<file path="config.mk">
export PLATFORM = sky130hd
export DESIGN_NAME = jtag_cmd_sequencer_flat
export DESIGN_NICKNAME = d
export VERILOG_FILES = /design/src/rtl/jtag_cmd_sequencer_pkg.sv /design/src/rtl/jtag_cmd_sequencer_if.sv /design/src/rtl/jtag_cmd_sequencer.sv /design/src/flat_wrapper.sv
export SDC_FILE = /design/constraint.sdc
export NUM_CORES = 1
export LEC_CHECK = 0
export ABC_AREA = 1
export BUFFER_PORTS_ARGS = -buffer_cell sky130_fd_sc_hd__buf_4
export CAP_MARGIN = 20
export CORE_MARGIN = 4
export CORE_UTILIZATION = 30
export DETAILED_ROUTE_END_ITERATION = 10
export PLACE_DENSITY = 0.55
export SLEW_MARGIN = 10
export SYNTH_ARGS = -nofsm -noshare
export SYNTH_HDL_FRONTEND = slang
export SYNTH_SLANG_ARGS = --single-unit
</file>
<file path="constraint.sdc">
create_clock -name clk -period 6.2 [get_ports clk]
set_clock_uncertainty 0.1 [all_clocks]
set_input_delay 0.93 -clock clk [delete_from_list [all_inputs] [get_ports clk]]
set_output_delay 0.93 -clock clk [all_outputs]
set_load 0.1 [all_outputs]
</file>
<file path="src/rtl/jtag_cmd_sequencer_pkg.sv">
// Shared types for the UART-to-JTAG command sequencer.
// Opcodes, engine operations, ack layout and FSM states.
package jtag_cmd_sequencer_pkg;

    typedef enum logic [3:0] {
        OP_NOP       = 4'd0,
        OP_TAP_RESET = 4'd1,
        OP_SHIFT_IR  = 4'd2,
        OP_SHIFT_DR  = 4'd3
    } opcode_t;

    typedef enum logic [1:0] {
        ENG_TAP_RESET = 2'd0,
        ENG_SHIFT_IR  = 2'd1,
        ENG_SHIFT_DR  = 2'd2
    } eng_op_t;

    localparam int ACK_ILLEGAL_BIT = 0;
    localparam int ACK_TIMEOUT_BIT = 1;

    typedef enum logic [2:0] {
        S_IDLE,
        S_DECODE,
        S_FETCH,
        S_ISSUE,
        S_WAIT_RSP,
        S_DRAIN,
        S_ACK
    } state_t;

    function automatic eng_op_t to_eng_op(input logic [3:0] instr);
        eng_op_t op;
        op = ENG_TAP_RESET;
        if (instr == OP_SHIFT_IR) op = ENG_SHIFT_IR;
        if (instr == OP_SHIFT_DR) op = ENG_SHIFT_DR;
        return op;
    endfunction

    function automatic logic [7:0] ack_byte(
        input logic [3:0] instr,
        input logic       timeout,
        input logic       illegal
    );
        logic [7:0] b;
        b = {instr, 4'b0000};
        b[ACK_TIMEOUT_BIT] = timeout;
        b[ACK_ILLEGAL_BIT] = illegal;
        return b;
    endfunction

endpackage

</file>
<file path="src/rtl/jtag_cmd_sequencer_if.sv">
// Request/response channel between the sequencer and the
// byte-level JTAG shift engine.
interface jtag_cmd_sequencer_if;
    import jtag_cmd_sequencer_pkg::*;

    logic       eng_req_valid;
    logic       eng_req_ready;
    eng_op_t    eng_op;
    logic [7:0] eng_tdi;
    logic       eng_last;
    logic       eng_rsp_valid;
    logic [7:0] eng_rsp_tdo;

    modport master (
        output eng_req_valid,
        input  eng_req_ready,
        output eng_op,
        output eng_tdi,
        output eng_last,
        input  eng_rsp_valid,
        input  eng_rsp_tdo
    );

    modport slave (
        input  eng_req_valid,
        output eng_req_ready,
        input  eng_op,
        input  eng_tdi,
        input  eng_last,
        output eng_rsp_valid,
        output eng_rsp_tdo
    );

endinterface

</file>
<file path="src/rtl/jtag_cmd_sequencer.sv">
// Pops command descriptors and payload, drives the JTAG engine
// one byte at a time and returns captured TDO plus an ack byte.
module jtag_cmd_sequencer
    import jtag_cmd_sequencer_pkg::*;
#(
    parameter int TIMEOUT_CYC = 1024,
    parameter bit ACK_EN      = 1'b1
) (
    input  logic       clk,
    input  logic       rst,
    input  logic       cmd_empty,
    input  logic [3:0] cmd_instr,
    input  logic [7:0] cmd_len,
    output logic       cmd_rd,
    input  logic       data_empty,
    input  logic [7:0] data_byte,
    output logic       data_rd,
    jtag_cmd_sequencer_if.master eng,
    output logic       tx_wr,
    output logic [7:0] tx_byte,
    input  logic [7:0] tx_free,
    output logic       busy
);

    localparam int TW = $clog2(TIMEOUT_CYC) + 1;

    state_t        state;
    state_t        state_nxt;
    logic [3:0]    instr;
    logic [7:0]    len;
    logic [7:0]    rem;
    logic [7:0]    tdi;
    logic [TW-1:0] tmr;
    logic          to_err;
    logic          ill_err;

    logic [8:0] need;
    logic       start;
    logic       is_shift;
    logic       dec_ill;
    logic       fetch;
    logic       drain_pop;
    logic       handshake;
    logic       rsp_hit;
    logic       timed_out;
    logic       cmd_rd_nxt;
    logic       data_rd_nxt;
    logic       tx_wr_nxt;
    logic [7:0] tx_byte_nxt;

    // A push already in flight is not yet reflected in tx_free.
    always_comb begin
        need = 9'(ACK_EN) + 9'(tx_wr);
        if (cmd_instr == OP_SHIFT_DR) begin
            need = need + {1'b0, cmd_len};
        end
    end

    assign start = (state == S_IDLE) && !cmd_empty
                && ({1'b0, tx_free} >= need);
    assign is_shift = (instr == OP_SHIFT_IR)
                   || (instr == OP_SHIFT_DR);
    assign dec_ill = (instr > OP_SHIFT_DR)
                  || (is_shift && len == 8'd0);
    assign fetch = (state == S_FETCH) && !data_empty;
    // The FIFO head only advances after the pop pulse, so skip a cycle.
    assign drain_pop = (state == S_DRAIN) && (rem != 8'd0)
                    && !data_empty && !data_rd;
    assign handshake = (state == S_ISSUE) && eng.eng_req_ready;
    assign rsp_hit = (state == S_WAIT_RSP) && eng.eng_rsp_valid;
    assign timed_out = (state == S_WAIT_RSP) && !eng.eng_rsp_valid
                    && (tmr == TW'(TIMEOUT_CYC - 1));

    always_ff @(posedge clk or posedge rst) begin
        if (rst) state <= S_IDLE;
        else     state <= state_nxt;
    end

    always_comb begin
        state_nxt = state;
        unique case (state)
            S_IDLE: begin
                if (start) state_nxt = S_DECODE;
            end
            S_DECODE: begin
                unique case (1'b1)
                    dec_ill:               state_nxt = S_DRAIN;
                    (instr == OP_NOP):       state_nxt = S_ACK;
                    (instr == OP_TAP_RESET): state_nxt = S_ISSUE;
                    default:               state_nxt = S_FETCH;
                endcase
            end
            S_FETCH: begin
                if (!data_empty) state_nxt = S_ISSUE;
            end
            S_ISSUE: begin
                if (eng.eng_req_ready) state_nxt = S_WAIT_RSP;
            end
            S_WAIT_RSP: begin
                if (rsp_hit) begin
                    state_nxt = (rem != 8'd0) ? S_FETCH : S_ACK;
                end else if (timed_out) begin
                    state_nxt = S_DRAIN;
                end
            end
            S_DRAIN: begin
                if (rem == 8'd0) state_nxt = S_ACK;
            end
            S_ACK: begin
                state_nxt = S_IDLE;
            end
            default: state_nxt = S_IDLE;
        endcase
    end

    always_comb begin
        busy              = (state != S_IDLE);
        eng.eng_req_valid = (state == S_ISSUE);
        eng.eng_op        = ENG_TAP_RESET;
        eng.eng_tdi       = 8'd0;
        eng.eng_last      = 1'b0;
        if (state == S_ISSUE) begin
            eng.eng_op   = to_eng_op(instr);
            eng.eng_tdi  = tdi;
            eng.eng_last = (rem == 8'd0);
        end
        cmd_rd_nxt  = start;
        data_rd_nxt = fetch || drain_pop;
        tx_wr_nxt   = 1'b0;
        tx_byte_nxt = 8'd0;
        if (rsp_hit && instr == OP_SHIFT_DR) begin
            tx_wr_nxt   = 1'b1;
            tx_byte_nxt = eng.eng_rsp_tdo;
        end else if (state == S_ACK && ACK_EN) begin
            tx_wr_nxt   = 1'b1;
            tx_byte_nxt = ack_byte(instr, to_err, ill_err);
        end
    end

    always_ff @(posedge clk or posedge rst) begin
        if (rst) begin
            instr   <= 4'd0;
            len     <= 8'd0;
            rem     <= 8'd0;
            tdi     <= 8'd0;
            tmr     <= '0;
            to_err  <= 1'b0;
            ill_err <= 1'b0;
            cmd_rd  <= 1'b0;
            data_rd <= 1'b0;
            tx_wr   <= 1'b0;
            tx_byte <= 8'd0;
        end else begin
            cmd_rd  <= cmd_rd_nxt;
            data_rd <= data_rd_nxt;
            tx_wr   <= tx_wr_nxt;
            tx_byte <= tx_byte_nxt;
            if (start) begin
                instr   <= cmd_instr;
                len     <= cmd_len;
                rem     <= cmd_len;
                to_err  <= 1'b0;
                ill_err <= 1'b0;
            end
            if (state == S_DECODE) begin
                ill_err <= dec_ill;
                tdi     <= 8'd0;
                if (!dec_ill && !is_shift) rem <= 8'd0;
            end
            if (fetch) begin
                tdi <= data_byte;
                rem <= rem - 8'd1;
            end
            if (drain_pop) rem <= rem - 8'd1;
            if (handshake) tmr <= '0;
            else if (state == S_WAIT_RSP) tmr <= tmr + 1'b1;
            if (timed_out) to_err <= 1'b1;
        end
    end

endmodule

</file>
<file path="src/flat_wrapper.sv">
// flat-port wrapper written by rule: the top's interface ports become plain ports
module jtag_cmd_sequencer_flat import jtag_cmd_sequencer_pkg::*;
#(
    parameter int TIMEOUT_CYC = 1024,
    parameter bit ACK_EN      = 1'b1
)
  (clk, rst, cmd_empty, cmd_instr, cmd_len, cmd_rd, data_empty, data_byte, data_rd, tx_wr, tx_byte, tx_free, busy, eng_eng_req_valid, eng_eng_req_ready, eng_eng_op, eng_eng_tdi, eng_eng_last, eng_eng_rsp_valid, eng_eng_rsp_tdo);
  jtag_cmd_sequencer_if eng_i ();
  input  logic clk;
  input  logic rst;
  input  logic cmd_empty;
  input  logic [3:0] cmd_instr;
  input  logic [7:0] cmd_len;
  output logic cmd_rd;
  input  logic data_empty;
  input  logic [7:0] data_byte;
  output logic data_rd;
  output logic tx_wr;
  output logic [7:0] tx_byte;
  input  logic [7:0] tx_free;
  output logic busy;
  output wire logic [$bits(eng_i.eng_req_valid)-1:0] eng_eng_req_valid;
  input wire logic [$bits(eng_i.eng_req_ready)-1:0] eng_eng_req_ready;
  output wire logic [$bits(eng_i.eng_op)-1:0] eng_eng_op;
  output wire logic [$bits(eng_i.eng_tdi)-1:0] eng_eng_tdi;
  output wire logic [$bits(eng_i.eng_last)-1:0] eng_eng_last;
  input wire logic [$bits(eng_i.eng_rsp_valid)-1:0] eng_eng_rsp_valid;
  input wire logic [$bits(eng_i.eng_rsp_tdo)-1:0] eng_eng_rsp_tdo;
  assign eng_eng_req_valid = eng_i.eng_req_valid;
  assign eng_i.eng_req_ready = eng_eng_req_ready;
  assign eng_eng_op = eng_i.eng_op;
  assign eng_eng_tdi = eng_i.eng_tdi;
  assign eng_eng_last = eng_i.eng_last;
  assign eng_i.eng_rsp_valid = eng_eng_rsp_valid;
  assign eng_i.eng_rsp_tdo = eng_eng_rsp_tdo;
  jtag_cmd_sequencer #(.TIMEOUT_CYC(TIMEOUT_CYC), .ACK_EN(ACK_EN)) u_core (.clk(clk), .rst(rst), .cmd_empty(cmd_empty), .cmd_instr(cmd_instr), .cmd_len(cmd_len), .cmd_rd(cmd_rd), .data_empty(data_empty), .data_byte(data_byte), .data_rd(data_rd), .eng(eng_i), .tx_wr(tx_wr), .tx_byte(tx_byte), .tx_free(tx_free), .busy(busy));
endmodule
</file>
==> reports/results.ini, run 1 <==
[status]
status = complete, no violations

[yosys]
ys.flop_type = dfrtp_1
synth-edff-count = 0
ys_seq_area_share_pct = 43.1
synthCells = 416
synth_top_cell_area_share_pct = 43.1
synth.avg_cell_area_um2 = 7.68
synth_nets = 472
yosys.area.top_type = dfrtp_1
synthTopCellsByArea = dfrtp_1, nand2_1, inv_1
syn_area_um2 = 3200
ys_types = 35
yosysMostFrequentCell = nand2_1
ys_top_cells_by_count = nand2_1, inv_1, dfrtp_1
ys_warn_count = 0
ys_async_sr_fraction_pct = 100
ys_ff_latch = 55

[clock_network]
post-cts-setup-buffer-count = 0
cts_inserted_buffers = 5
insertion_delay_ps = 320
postCtsHoldBufs = 0
h-tree-depth = 2
cts_num_sinks = 55
cts_resized = 0
cts_tree = built
cts.path.max_buffers = 2
cts_root_buf = clkbuf_8
clk_pin_slew_worst_paths_ps = 110

[placed_design]
gp_congestion = 0.834
io_buffers = 65
dp_slack_ps = 2340
dp_hpwl_um = 5940

[sta]
slew_headroom_pct = 52.9
finalSetupViolations = 0
worst_slew_pin_slew_ps = 706
slew_viol_final = 0
hold_viol = 0
whs_ps = 382
rsz0062_at_grt = false
fin_crit_sh_pct = 56.5
finalCriticalPeriod_ps = 3500
tns_ps = 0
fmax_mhz = 286
setup_slack_ps = 2700

[routing]
final_antenna_net_count = 0
viasPerCell = 4.56
drc_errors = 0
wirelength_um = 7710
vias = 2834
wl_per_cell_um = 12.4
drtIter0Drc = 149
drt_pass1_iterations = 4

[grt]
grt_pass1_wl_um = 13200
met3_usage_pct = 2.29
grt.met1_usage_pct = 16.3
grt_max_degree = 56
busiest_layer = met2
met2_usage_pct = 21.6
gr-total-overflow = 0
grt_pass1_vias = 2833
antenna_found_initial = 0
grt_usage_pct = 12.7

[worst_setup_path]
r2r_setup_slack_ps = 2840
cp.required_ps = 6330
cp-end-kind = flip-flop
r2r_end = u_core.state[2]
path_cells = buf_4 -> ha_1 -> inv_1 -> fa_1 -> inv_1 -> nand3_1 -> nor2_1 -> inv_1 -> o21ai_0 -> nand3_1 -> ha_1 -> nand2_1 -> inv_1 -> nand2_1 -> nand2_1 -> nand2_1 -> nand2_1 -> nand2_4 -> nand2_1 -> nand2_1 -> nand2_1 -> nand2_1
path_max_fanout = 23
arrival_ps = 3630
worst_path_dominant_cell_family = simple AND/OR/NAND/NOR gates
worstSetupPathType = in2reg
slowest_stage = fa_1
rr_worst_depth = 22
cpMostUsedCell = nand2_1
cp-start-kind = input port
cp_num_buf_inv = 5
r2r-start = u_core.tx_wr
crit_path_max_incr_delay_ps = 390

[hold_path]
hold-path-endpoint = u_core.len[0]
min_path_cells = 2
hp-class = reg2reg
hp-start = u_core.len[0]

[pwr]
p_leak_nw = 2.04
p_total_mw = 1.49
ir_drop_mv = 0.205
powerDensity_nw_per_um2 = 379

[final_layout]
area_delta_synth_final_pct = 22.9
final_core_util_pct = 37.9
antennaDiodeCount = 0
nFillCells = 1118
drive_above_1_share_pct = 19.3
nets = 541

[flow_run]
cap_violations = 0

[floorplanning]
die_area_um2 = 12400
num_rows = 37
die_w_um = 111
fp.coreArea_um2 = 10400
start_util_pct = 30.8
die-height_um = 111
ios = 66

flip-flops by register name, summed over array words and instances (netlist names), 3 cells and up:
| register | flops |
|---|---|
| u_core.state | 3 |
| u_core.tdi | 8 |
| u_core.tmr | 11 |
| u_core.len | 8 |
| u_core.rem | 8 |
| u_core.instr | 4 |
| u_core.tx_byte | 8 |
where the power goes:
part | leakage [nW] | internal [mW] | switching (mW)
clock network | 0.0443 | 0.0811 | 0.126
logic | 1.28 | 0.221 | 0.485
registers | 0.724 | 0.482 | 0.0936
total | 2.04 | 0.785 | 0.705
cell usage in the layout (no fill, tap or decap), drive strengths merged, types with 3 or more instances in the layout:
cell,synthesis,final
o21ai,31,31
nor3,13,13
clkbuf,1,5
clkinv,1,3
xor2,5,5
a21oi,11,11
ha,13,13
dfrtp,55,55
xnor2,3,3
nand2,121,121
nand4,4,4
buf,4,67
nand3,41,41
inv,66,66
nor3b,3,3
nor2,35,35
tightest hold or removal path, cell delays in order, from the launching register on:
cell,delay (ps)
dfrtp_1,360
nand2_1,50
nand2_1,40
area by class of cell:
type	instances	area, µm²	area share, %
clock buffer	5	68.8	1.75
clock inverter	3	25.0	0.637
tap	136	170	4.33
inverter	67	251	6.40
sequential	55	1380	35.0
timing repair buffer	67	503	12.8
multi-input combinational	289	1530	39.0
worst max path at each step:
stage	slack (ps)	startpoint	end	depth (start not counted)
after global placement	2460	cmd_len[0]	u_core.state[2]	22
final	2700	cmd_len[0]	u_core.state[2]	22
after floorplan	1670	u_core.state[2]	eng_eng_op[0]	4
after detailed placement	2340	cmd_len[0]	u_core.state[2]	22
after global routing	2380	cmd_len[0]	u_core.state[1]	19
after CTS	2690	cmd_len[0]	u_core.state[2]	22
through the flow:
step | std cells | area (µm²)
after floorplan | 416 | 3200
after global placement | 614 | 3830
final | 622 | 3930
after global routing | 622 | 3930
after detailed placement | 614 | 3830
after CTS | 622 | 3930
routing by layer:
metal / vias up / routed length [µm] / part of all wire [%]
met4: 0 / 144 / 1.9
met1: 1303 / 3570 / 46
met2: 57 / 3690 / 48
met3: 15 / 308 / 4.0
met5: - / 0 / 0
li1: 1459 / - / -
kinds of logic after synthesis:
kind of cell / count (synthesis) / share of synthesized area, %
and+or+nand+nor: 220 / 31.7
buffers and inverters: 72 / 9.00
DFF: 55 / 43.1
AOI/OAI and AO/OA: 47 / 8.30
adders and majority gates: 14 / 5.71
xor gates and xnor gates: 8 / 2.19
(Power assumes the default switching activity.)
==> run 2, diff against run 1 <==
--- a/config.mk
+++ b/config.mk
@@ -11,7 +11,7 @@
 export CORE_MARGIN = 4
 export CORE_UTILIZATION = 30
 export DETAILED_ROUTE_END_ITERATION = 10
-export PLACE_DENSITY = 0.55
+export PLACE_DENSITY = 0.57
 export SLEW_MARGIN = 10
 export SYNTH_ARGS = -nofsm -noshare
 export SYNTH_HDL_FRONTEND = slang
==> constraint.sdc (replaced) <==
create_clock -name clk -period 3.2 [get_ports clk]
set_clock_uncertainty 0.1 [all_clocks]
set_input_delay 0.48 -clock clk [delete_from_list [all_inputs] [get_ports clk]]
set_output_delay 0.48 -clock clk [all_outputs]
set_load 0.1 [all_outputs]
==> reports/results.ini, run 2 (synthesis results as in run 1) <==
[sta]
tns_ps = 0  ; unchanged
slew_viol_final = 0  ; unchanged
slew_headroom_pct = 61.3  ; +8.4 points
worst_slew_pin_slew_ps = 579  ; -127 ps
fin_crit_sh_pct = 92.2
finalSetupViolations = 0  ; unchanged
hold_viol = 0  ; unchanged
setup_slack_ps = 251  ; -2450 ps
fmax_mhz = 339
finalCriticalPeriod_ps = 2950
rsz0062_at_grt = true

[routing]
drtIter0Drc = 167  ; +12%
wl_per_cell_um = 12.0  ; -2.9%
drc_errors = 0  ; unchanged
wirelength_um = 7550  ; -2.1%
drt_pass1_iterations = 4  ; unchanged
final_antenna_net_count = 0  ; unchanged
viasPerCell = 4.49  ; -1.4%
vias = 2817  ; -0.60%

[grt]
antenna_found_initial = 0  ; unchanged
grt_pass1_vias = 2859  ; +0.92%
grt_pass1_wl_um = 13300  ; +0.36%
grt_max_degree = 28  ; -50%
gr-total-overflow = 0  ; unchanged
grt_usage_pct = 12.6  ; -0.057 points

[pwr]
clkPwrFrac_pct = 15.3  ; +1.4 points
powerDensity_nw_per_um2 = 736  ; +94%
p_int_mw = 1.62  ; +110%
ir_drop_mv = 0.237  ; +15%
p_leak_nw = 2.08  ; +1.8%
power_frac_comb_pct = 47.6  ; +0.2 points
p_sw_mw = 1.37  ; +95%
p_sw_share_pct = 45.8  ; -1.5 points
power_frac_seq_pct = 37.1  ; -1.6 points

[placed_design]
dp_hpwl_um = 6030  ; +1.5%
placed_area_um2 = 3870  ; +0.85%
io_buffers = 65  ; unchanged
place_inst = 617  ; +0.49%
gp_congestion = 0.852  ; +2.2%
dp_slack_ps = 5.08  ; -2340 ps

[final_layout]
stdcell_count = 627  ; +0.80%
antennaDiodeCount = 0  ; unchanged
final_cell_mix = nand2_1, buf_4, inv_1
seqCellArea_um2 = 1380  ; about the same
nets = 546  ; +0.92%
regMostFlops = u_core.tmr
multi_input_area_um2 = 1610  ; +5.1%
nFillCells = 1109  ; -0.81%
final_common_cell = nand2_1
largest_reg_flops = 11  ; unchanged
area_delta_synth_final_pct = 27.2
final_core_util_pct = 39.2  ; +1.3 points
finalInstanceArea_um2 = 4070  ; +3.5%
drive_above_1_share_pct = 23.6  ; +4.3 points

[worst_setup_path]
path_cells = inv_2 -> ha_1 -> inv_1 -> fa_2 -> inv_1 -> nand3_2 -> nor2_2 -> inv_1 -> nand3_1 -> ha_4 -> nand2_1 -> inv_1 -> nand2_1 -> nand3_1 -> nand2_1 -> nand2_1 -> nand2_1 -> nand2_2 -> buf_6 -> nand3_1 -> nand2_1 -> nand2_1 -> nand2_1
cp.required_ps = 3300  ; -3030 ps
slowest_stage = dfrtp_2
r2r_end = u_core.rem[5]
r2r_setup_slack_ps = 250  ; -2590 ps
rr_worst_depth = 23  ; +4.5%
endpoint = u_core.rem[5]
crit_path_max_incr_delay_ps = 440  ; +50 ps
worst_path_dominant_cell_family = simple AND/OR/NAND/NOR gates
cp.depth = 23  ; +4.5%
cpMostUsedCell = nand2_1
cp-end-kind = flip-flop
arrival_ps = 3050  ; -580 ps
crit_start = u_core.tx_wr
worstSetupPathType = reg2reg
cp_num_buf_inv = 6  ; +1
path_max_fanout = 8  ; -65%
r2r-start = u_core.tx_wr
cp-start-kind = flip-flop

[floorplanning]
die_area_um2 = 12400  ; unchanged
num_rows = 37  ; unchanged
fp.coreArea_um2 = 10400  ; unchanged
die-height_um = 111  ; unchanged
die_w_um = 111  ; unchanged
start_util_pct = 30.8  ; unchanged
ios = 66  ; unchanged

[clock_network]
clk_pin_slew_worst_paths_ps = 100  ; about the same
cts.path.max_buffers = 2  ; unchanged
insertion_delay_ps = 310  ; about the same
cts_tree = built
h-tree-depth = 2  ; unchanged
cts_num_sinks = 55  ; unchanged
cts_inserted_buffers = 5  ; unchanged
cts_root_buf = clkbuf_8

[flow_run]
cap_violations = 0  ; unchanged

[hold_path]
hp-class = in2async

[status]
status = complete, no violations

## run 2: cell count changes in the layout (fill, tap and decap cells not counted), sizes merged
cell and change:
bufinv +1, buf +5, clkinvlp -1
## run 2: metal layers
metal / part of all wire (%) / vias to the layer above / global-route usage (%)
met5: 0 / - / 0
met4: 0.93 / 0 / 3.41
met3: 3.7 / 6 / 2.18
met2: 50 / 55 / 22.0
met1: 45 / 1289 / 16.1
li1: - / 1467 / -
## run 2: final cells by class
class	instances	share of cell area (%)
Multi-Input combinational cell	289	39.6
Sequential cell	55	33.9
Timing Repair Buffer	72	13.4
Inverter	67	6.18
Tap cell	136	4.18
Clock buffer	5	1.69
Clock inverter	3	1.08
## run 2: power groups by stage
stage	registers [mW]	logic [mW]	clock network, mW
4_1_cts	1.11	1.40	0.476
3_3_place_gp	1.13	1.37	0
5_1_grt	1.15	1.62	0.507
3_5_place_dp	1.13	1.40	0
6_report	1.11	1.42	0.458
2_1_floorplan	1.19	1.00	0
## run 2: timing repair
item | CTS | global route
resized for setup | 0 | 18
endpoints found under the setup margin | 0 | 26
buffers inserted | 0 | 2
hold buffers | 0 | 0
## run 2: worst min-delay path by stage
stage,from,endpoint,slack (ps)
after global placement,u_core.len[5],u_core.len[5],360
after CTS,rst,u_core.tx_byte[3],140
final,rst,u_core.cmd_rd,120
after detailed placement,u_core.len[7],u_core.len[7],360
after floorplan,u_core.len[0],u_core.len[0],340
after global routing,rst,u_core.tx_byte[2],160
## run 2: per-stage QoR
stage,hold WS (ps),power [mW]
after floorplan,342,2.19
after detailed placement,359,2.52
after global routing,158,3.28
after global placement,357,2.50
final,124,2.99
after CTS,136,2.99
